## config.mk

```make
export PLATFORM = sky130hd
export DESIGN_NAME = fetch_ctrl_flat
export DESIGN_NICKNAME = d
export VERILOG_FILES = /design/src/rtl/fetch_ctrl_pkg.sv /design/src/rtl/fetch_ctrl_if.sv /design/src/rtl/fetch_ctrl.sv /design/src/flat_wrapper.sv
export SDC_FILE = /design/constraint.sdc
export NUM_CORES = 1
export LEC_CHECK = 0
export ABC_AREA = 1
export BUFFER_PORTS_ARGS = -buffer_cell sky130_fd_sc_hd__buf_2
export CAP_MARGIN = 30
export CORE_MARGIN = 2
export CORE_UTILIZATION = 35
export DETAILED_ROUTE_END_ITERATION = 6
export PLACE_DENSITY = 0.73
export SLEW_MARGIN = 20
export SYNTH_ARGS = -nofsm -noshare
export SYNTH_HDL_FRONTEND = slang
export SYNTH_SLANG_ARGS = --single-unit
```

## constraint.sdc

```tcl
create_clock -name clk -period 3.8 [get_ports clk]
set_input_delay 0.38 -clock clk [delete_from_list [all_inputs] [get_ports clk]]
set_output_delay 0.38 -clock clk [all_outputs]
set_load 0.01 [all_outputs]
```

## src/rtl/fetch_ctrl_pkg.sv

```systemverilog
// Shared IFU definitions: fetch sequencer states, instruction width and the
// compressed-encoding test used when advancing the PC.
package ifu_pkg;

    localparam int ILEN = 32;

    typedef enum logic [1:0] {
        BOOT  = 2'd0,
        REQ   = 2'd1,
        HOLD  = 2'd2,
        FLUSH = 2'd3
    } fetch_state_t;

    function automatic logic is_compressed(input logic [31:0] i);
        return (i[1:0] != 2'b11);
    endfunction

endpackage

```

## src/rtl/fetch_ctrl_if.sv

```systemverilog
// Bundle of PC-control, imem and decode handshake signals around fetch_ctrl.
// master is the controller side, slave is the surrounding PC/imem/decode side.
interface fetch_ctrl_if #(
    parameter int XLEN = 32
);
    logic [XLEN-1:0] curr_pc;
    logic            pc_stall;
    logic            pc_compressed;
    logic            pc_je;
    logic [XLEN-1:0] pc_ja;
    logic            je;
    logic [XLEN-1:0] ja;
    logic            imem_req;
    logic [XLEN-1:0] imem_addr;
    logic            imem_ack;
    logic [31:0]     imem_rdata;
    logic            instr_valid;
    logic            instr_ready;
    logic [31:0]     instr;
    logic [XLEN-1:0] instr_pc;

    modport master (
        input  curr_pc, je, ja, imem_ack, imem_rdata, instr_ready,
        output pc_stall, pc_compressed, pc_je, pc_ja, imem_req, imem_addr,
               instr_valid, instr, instr_pc
    );

    modport slave (
        output curr_pc, je, ja, imem_ack, imem_rdata, instr_ready,
        input  pc_stall, pc_compressed, pc_je, pc_ja, imem_req, imem_addr,
               instr_valid, instr, instr_pc
    );
endinterface

```

## src/rtl/fetch_ctrl.sv

```systemverilog
// Instruction-fetch sequencer: steers the PC, issues single-outstanding imem
// requests and holds each fetched instruction for decode.
module fetch_ctrl
    import ifu_pkg::*;
#(
    parameter int              XLEN         = 32,
    parameter logic [XLEN-1:0] RESET_VECTOR = {XLEN{1'b0}}
) (
    input  logic         clk,
    input  logic         rst,
    fetch_ctrl_if.master bus
);

    fetch_state_t    state_r, state_s;
    logic [XLEN-1:0] addr_r;
    logic [ILEN-1:0] instr_r;
    logic [XLEN-1:0] instr_pc_r;
    logic [XLEN-1:0] ja_even_s;

    assign ja_even_s = {bus.ja[XLEN-1:1], 1'b0};

    // State and captured-instruction registers.
    always_ff @(posedge clk or posedge rst) begin
        if (rst) begin
            state_r    <= BOOT;
            addr_r     <= {XLEN{1'b0}};
            instr_r    <= {ILEN{1'b0}};
            instr_pc_r <= {XLEN{1'b0}};
        end else begin
            state_r <= state_s;
            if (state_r == REQ) begin
                addr_r <= bus.curr_pc;
                if (bus.imem_ack && !bus.je) begin
                    instr_r    <= bus.imem_rdata;
                    instr_pc_r <= bus.curr_pc;
                end
            end
        end
    end

    // Next-state and output decode; a redirect always loads the PC without stalling.
    always_comb begin
        state_s           = state_r;
        bus.pc_stall      = 1'b1;
        bus.pc_compressed = 1'b0;
        bus.pc_je         = 1'b0;
        bus.pc_ja         = ja_even_s;
        bus.imem_req      = 1'b0;
        bus.imem_addr     = {XLEN{1'b0}};
        bus.instr_valid   = 1'b0;
        bus.instr         = {ILEN{1'b0}};
        bus.instr_pc      = {XLEN{1'b0}};
        case (state_r)
            BOOT: begin
                bus.pc_je    = 1'b1;
                bus.pc_stall = 1'b0;
                bus.pc_ja    = (bus.je && !rst) ? ja_even_s : RESET_VECTOR;
                state_s      = REQ;
            end
            REQ: begin
                bus.imem_req  = 1'b1;
                bus.imem_addr = bus.curr_pc;
                if (bus.je) begin
                    bus.pc_je    = 1'b1;
                    bus.pc_stall = 1'b0;
                    state_s      = bus.imem_ack ? REQ : FLUSH;
                end else if (bus.imem_ack) begin
                    state_s = HOLD;
                end else begin
                    state_s = REQ;
                end
            end
            FLUSH: begin
                // The abandoned request stays on the bus until imem answers it.
                bus.imem_req  = 1'b1;
                bus.imem_addr = addr_r;
                if (bus.je) begin
                    bus.pc_je    = 1'b1;
                    bus.pc_stall = 1'b0;
                end else begin
                    bus.pc_je = 1'b0;
                end
                state_s = bus.imem_ack ? REQ : FLUSH;
            end
            HOLD: begin
                bus.instr_valid = 1'b1;
                bus.instr       = instr_r;
                bus.instr_pc    = instr_pc_r;
                if (bus.je) begin
                    bus.pc_je    = 1'b1;
                    bus.pc_stall = 1'b0;
                    state_s      = REQ;
                end else if (bus.instr_ready) begin
                    bus.pc_stall      = 1'b0;
                    bus.pc_compressed = is_compressed(instr_r);
                    state_s           = REQ;
                end else begin
                    state_s = HOLD;
                end
            end
            default: begin
                state_s = BOOT;
            end
        endcase
    end

endmodule
```

## src/flat_wrapper.sv

```systemverilog
// flat-port wrapper written by rule: the top's interface ports become plain ports
module fetch_ctrl_flat import ifu_pkg::*;
#(
    parameter int              XLEN         = 32,
    parameter logic [XLEN-1:0] RESET_VECTOR = {XLEN{1'b0}}
)
  (clk, rst, bus_curr_pc, bus_je, bus_ja, bus_imem_ack, bus_imem_rdata, bus_instr_ready, bus_pc_stall, bus_pc_compressed, bus_pc_je, bus_pc_ja, bus_imem_req, bus_imem_addr, bus_instr_valid, bus_instr, bus_instr_pc);
  fetch_ctrl_if #(.XLEN(XLEN)) bus_i ();
  input  logic clk;
  input  logic rst;
  input wire logic [$bits(bus_i.curr_pc)-1:0] bus_curr_pc;
  input wire logic [$bits(bus_i.je)-1:0] bus_je;
  input wire logic [$bits(bus_i.ja)-1:0] bus_ja;
  input wire logic [$bits(bus_i.imem_ack)-1:0] bus_imem_ack;
  input wire logic [$bits(bus_i.imem_rdata)-1:0] bus_imem_rdata;
  input wire logic [$bits(bus_i.instr_ready)-1:0] bus_instr_ready;
  output wire logic [$bits(bus_i.pc_stall)-1:0] bus_pc_stall;
  output wire logic [$bits(bus_i.pc_compressed)-1:0] bus_pc_compressed;
  output wire logic [$bits(bus_i.pc_je)-1:0] bus_pc_je;
  output wire logic [$bits(bus_i.pc_ja)-1:0] bus_pc_ja;
  output wire logic [$bits(bus_i.imem_req)-1:0] bus_imem_req;
  output wire logic [$bits(bus_i.imem_addr)-1:0] bus_imem_addr;
  output wire logic [$bits(bus_i.instr_valid)-1:0] bus_instr_valid;
  output wire logic [$bits(bus_i.instr)-1:0] bus_instr;
  output wire logic [$bits(bus_i.instr_pc)-1:0] bus_instr_pc;
  assign bus_i.curr_pc = bus_curr_pc;
  assign bus_i.je = bus_je;
  assign bus_i.ja = bus_ja;
  assign bus_i.imem_ack = bus_imem_ack;
  assign bus_i.imem_rdata = bus_imem_rdata;
  assign bus_i.instr_ready = bus_instr_ready;
  assign bus_pc_stall = bus_i.pc_stall;
  assign bus_pc_compressed = bus_i.pc_compressed;
  assign bus_pc_je = bus_i.pc_je;
  assign bus_pc_ja = bus_i.pc_ja;
  assign bus_imem_req = bus_i.imem_req;
  assign bus_imem_addr = bus_i.imem_addr;
  assign bus_instr_valid = bus_i.instr_valid;
  assign bus_instr = bus_i.instr;
  assign bus_instr_pc = bus_i.instr_pc;
  fetch_ctrl #(.XLEN(XLEN), .RESET_VECTOR(RESET_VECTOR)) u_core (.clk(clk), .rst(rst), .bus(bus_i));
endmodule
```

==> results_dict.tcl, run 1 <==
set metrics [dict create \
    rsz0062_at_grt "no" \
    grt_remaining_overflow 0 \
    tns_ns 0 \
    nNetsFinal 998 \
    row_count 43 \
    synth_nets 794 \
    num_vias 5004 \
    post-place-ws_ns 1.14 \
    diodes 0 \
    fill_cells 1441 \
    leakage_uw 0.00396 \
    hold_viol 0 \
    io_pins 234 \
    slew_headroom 0.428 \
    drt_iter0_markers 270 \
    worstPathArrival_ns 2.56 \
    hold_ws_ns 0.0841 \
    die_w_um 123 \
    hp-class "in -> async" \
    swShare 0.385 \
    drv_slew 0 \
    seqCellArea_sq_mm 0.00245 \
    yosysUniqueCellTypes 17 \
    hold_buffers 0 \
    postLayoutSetupSlackWorst_ns 0.865 \
    met3_usage 0.0392 \
    cp-start-kind "register" \
    path_max_fanout 40 \
    syn_avg_cell_area_sq_um 7.22 \
    synthCells 691 \
    die_h_um 123 \
    clock-sinks 98 \
    cts_tree "done" \
    wl_um 14300 \
    period_needed_ns 2.94 \
    antenna_found_initial 0 \
    worst_pin_slew_ns 0.855 \
    r2r_slack_ns 1.23 \
    crit_path_end_kind "primary output" \
    use_met2 0.319 \
    drtAntennaViolNets 0 \
    pwr-share-comb 0.375 \
    busiest_layer "met2" \
    drv_cap 0 \
    routabilityCongestion 0.816 \
    critPathRequiredTime_ns 3.42 \
    gr-usage-all-layers 0.189 \
    grt_max_degree 65 \
    multi_input_area_sq_mm 0.00182 \
    min_period_over_period 0.772 \
    drc 0 \
    reg2reg_from "u_core.state_r[0]" \
    max_freq_mhz 341 \
    final_layout_size_suffix_gt1_frac 0.296 \
    pwr-share-seq 0.408 \
    ys_seq_elements 98 \
    r2r_end "u_core.instr_r[13]" \
    path_cells "inv_2, nand2_2, buf_4, nor2_1, buf_2" \
    cts-root-buf "clkbuf_16" \
    viasPerCell 4.64 \
    clkPwrFrac 0.217 \
    ys_seq_area_frac 0.491 \
    grt_pass1_vias 4546 \
    clk_pin_slew_ns 0.06 \
    post_cts_resized 0 \
    h-tree-depth 3 \
    grt_pass1_wl_um 22300 \
    finClkSkew_ns 0.00536 \
    die-area_sq_mm 0.0152 \
    power.density_mw_per_mm2 666 \
    status "completed" \
    switching_power_uw 1690 \
    cpMaxStageDelayCell "dfrtp_2" \
    wl_per_cell_um 13.3 \
    yosysWarnings 0 \
    clock_latency_ns 0.35 \
    cts_buffers 9 \
    grt_use_met1 0.234 \
    initial_utilization 0.360 \
    cts_setup_buffers 0 \
    core_sq_mm 0.0139 \
    slowest_delay_ns 0.71 \
    drt-pass1-iter-count 4 \
    syn_area_sq_mm 0.00499 \
    setup_viol 0 \
    ir_drop_mv 0.275 \
    syn_to_final_growth_pct 32.4 \
    dp_hpwl_um 9860 \
    p_int_uw 2710 \
    clk_path_buf_depth 2 \
    critical_path_class "reg -> out" \
    rr_worst_depth 5 \
    io_buffers 231 \
]
synth_stat cells:
library cell  number  area share
o21ai_1            2      0.0020
nand3_1            4      0.0040
o21ai_0           63       0.063
nor2_1           103       0.077
nand4_1           64       0.080
nand2_1          168        0.13
buf_1              5      0.0038
inv_1            133        0.10
inv_2              2      0.0015
dfrtp_1           98        0.49
nand3_2            1      0.0020
buf_4              1      0.0015
nor2_4             1      0.0023
conb_1             1     0.00075
clkbuf_1          17       0.013
buf_2             26       0.026
ha_1               2      0.0050
cell usage in the layout, fill, tap and decap left out, types with 2 or more instances in the layout:
cell,instances
nand4_1,64
nor2_1,102
inv_1,132
buf_4,8
o21ai_1,2
nand2_1,167
inv_2,2
nand3_1,4
o21ai_0,63
buf_16,2
clkbuf_16,9
clkbuf_8,3
dfrtp_1,97
buf_2,231
cell type report:
cell class / count / share of cell area
sequential: 98 / 0.371
timing repair buffer: 242 / 0.195
multi-input combinational: 409 / 0.276
inverter: 135 / 0.0771
clock inverter: 3 / 0.00701
tap: 180 / 0.0341
clock buffer: 12 / 0.0403
registers in the layout, indices dropped and copies added, names as in the netlist:
| name | cells |
|---|---|
| u_core.addr_r | 32 |
| u_core.instr_pc_r | 32 |
| u_core.instr_r | 32 |
| u_core.state_r | 2 |
critical path, delay by kind of cell (launching register included):
kind          cells  cell delay (ns)
buf+inv           3             0.72
flops             1             0.71
simple gates      2             0.76
power groups by stage:
| stage | clock, uW | combinational (uW) | sequential (uW) |
|---|---|---|---|
| after floorplan | 0 | 1130 | 1740 |
| final | 958 | 1650 | 1790 |
| after CTS | 988 | 1650 | 1800 |
| after detailed placement | 0 | 1640 | 1810 |
| after global placement | 0 | 1580 | 1790 |
| after global routing | 1030 | 1920 | 1870 |
stage by stage:
step                area, sq um  total power [uW]  utilization  instances
floorplan                  4990              2870            -        691
global placement           6220              3380        0.448       1061
detailed placement         6270              3450        0.452       1063
CTS                        6580              4430        0.474       1078
global route               6610              4810        0.476       1079
finish                     6610              4400        0.476       1079
how the worst max path moves through the flow:
stage	start	endpoint	slack (ns)
6_report	u_core.state_r[0]	bus_instr[7]	0.86
5_1_grt	u_core.state_r[0]	bus_instr[1]	0.64
4_1_cts	u_core.state_r[0]	bus_imem_addr[29]	0.76
3_5_place_dp	u_core.state_r[0]	bus_imem_addr[29]	1.14
3_3_place_gp	u_core.state_r[0]	bus_imem_addr[29]	1.16
2_1_floorplan	rst	u_core.addr_r[0]	0.86
logic make-up (layout without fill, tap and decap cells):
kind of cell	Yosys count	in the layout	synth area share
other	1	1	0.000751
DFF	98	98	0.491
AOI/OAI and AO/OA	65	65	0.0652
adders and majority gates	2	2	0.00501
and+or+nand+nor	341	341	0.292
buffers and inverters	184	392	0.146
routing by layer:
layer / routed length (um) / vias up
li1: - / 2514
met4: 310 / 0
met3: 1070 / 23
met5: 0 / -
met2: 6830 / 174
met1: 6110 / 2293
Power figures use the tool's default switching activity.
==> inputs of run 2 (changes only) <==
clock period = 3 ns   (was 3.8 ns; I/O delays follow)
==> run 2 against run 1 <==
Compared with the run above:
- flip-flop and latch count did not move
- die area did not move
- worst hold slack got worse by 0.077 ns
- largest cell class unchanged
- largest power group unchanged
- critical endpoint is now bus_imem_addr[20]
- critical path type unchanged
- final cell count rose by 0.28%
- combinational power rose by 25%
- first-iteration DRC count fell by 12%
- power rose by 23%
- global-route usage fell by 0.33 points
- utilization fell by 0.41 points
- sequential power rose by 26%
- cell area fell by 0.85%
==> results_dict.tcl, run 2 (same netlist as run 1, synthesis figures left out) <==
set metrics [dict create \
    drt_iter0_markers 237 \
    drv_slew 0 \
    routabilityCongestion 0.810 \
    finClkSkew_ns 0.00584 \
    viasPerCell 4.63 \
    nNetsFinal 998 \
    clk_pin_slew_ns 0.06 \
    h-tree-depth 3 \
    grt_pass1_wl_um 21800 \
    cp-start-kind "register" \
    row_count 43 \
    tns_ns 0 \
    hp-class "in -> async" \
    cts-root-buf "clkbuf_16" \
    drv_cap 0 \
    initial_utilization 0.360 \
    core_sq_mm 0.0139 \
    reg2reg_from "u_core.state_r[1]" \
    critical_path_class "reg -> out" \
    grt_pass1_vias 4368 \
    dp_hpwl_um 10000 \
    mostFrequentLayoutCells "231 x buf_2, 167 x nand2_1, 132 x inv_1, 102 x nor2_1, 97 x dfrtp_1" \
    die_w_um 123 \
    gr-usage-all-layers 0.185 \
    hold_buffers 0 \
    num_vias 5015 \
    drc 0 \
    reg.largest.list "u_core.addr_r x32, u_core.instr_pc_r x32, u_core.instr_r x32" \
    cts_buffers 9 \
    ir_drop_mv 0.468 \
    antenna_found_initial 2 \
    setup_viol 0 \
    wl_per_cell_um 13.2 \
    crit_start "u_core.state_r[0]" \
    period_needed_ns 2.43 \
    status "completed" \
    final_cell_area_sq_mm 0.00655 \
    drt-pass1-iter-count 4 \
    instances_no_fill 1082 \
    place_area_sq_mm 0.00627 \
    io_buffers 231 \
    clk_path_buf_depth 2 \
    fill_cells 1445 \
    critPathRequiredTime_ns 2.70 \
    grt_remaining_overflow 0 \
    cts_setup_buffers 0 \
    post_cts_resized 0 \
    io_pins 234 \
    rsz0062_at_grt "no" \
    final_util 0.472 \
    min_period_over_period 0.811 \
    max_freq_mhz 411 \
    clock_latency_ns 0.35 \
    slew_headroom 0.520 \
    worst_pin_slew_ns 0.720 \
    drtAntennaViolNets 0 \
    final_common_cell "buf_2" \
    worstPathArrival_ns 2.13 \
    crit_path_end_kind "primary output" \
    final_layout_size_suffix_gt1_frac 0.294 \
    hold_ws_ns 0.00660 \
    placed_cells 1064 \
    power.density_mw_per_mm2 827 \
    clock-sinks 98 \
    wl_um 14300 \
    die-area_sq_mm 0.0152 \
    path_max_fanout 37 \
    grt_max_degree 65 \
    hold_viol 0 \
    syn_to_final_growth_pct 31.2 \
    cts_tree "done" \
    die_h_um 123 \
    leakage_uw 0.00393 \
]
run 2: layout make-up:
type	instances	area, sq um	area share
Sequential cell	98	2450	0.375
Timing Repair Buffer	242	1260	0.193
Inverter	135	509	0.0777
Clock buffer	12	246	0.0376
Antenna cell	2	5.00	0.000764
Tap cell	180	225	0.0344
Clock inverter	4	27.5	0.00420
Multi-Input combinational cell	409	1820	0.278
run 2: worst max-delay path: stages, from the launching register on:
cell and delay [ns]:
dfrtp_2 0.36, buf_4 0.35, inv_2 0.12, nor2_4 0.19
buf_4 0.36, nand2_1 0.10, o21ai_0 0.11, buf_2 0.18
run 2: path summary, 6_finish.rpt:
path | to | slack, ns | cells past startpoint
setup / recovery | bus_imem_addr[20] | 0.57 | 7
hold / removal | u_core.state_r[1] | 0.007 | 2
setup reg to reg | u_core.instr_r[13] | 0.99 | 5
hold reg to reg | u_core.instr_pc_r[30] | 0.47 | 2
max in group asynchronous | u_core.addr_r[5] | 2.29 | 3
min in group clk | u_core.addr_r[11] | 0.19 | 3
run 2: per-stage QoR:
step / worst slack, ns / power, uW
after floorplan: 0.138 / 3640
after global placement: 0.927 / 4300
after detailed placement: 0.909 / 4380
after CTS: 0.517 / 5490
after global routing: 0.357 / 5930
final: 0.566 / 5420
run 2: per-layer routing:
metal  wire [um]  vias to the layer above  global-route usage
met2        6890                      177               0.304
met3        1140                       17              0.0457
met5           0                        -                   0
li1            -                     2524                   -
met4         244                        0              0.0710
met1        6050                     2297               0.236
run 2: where the power goes:
group	leakage [uW]	total, uW	switching [uW]	internal [uW]
sequential	0.00121	2260	289	1970
clock	0.000125	1090	502	585
combinational	0.00260	2070	1350	721
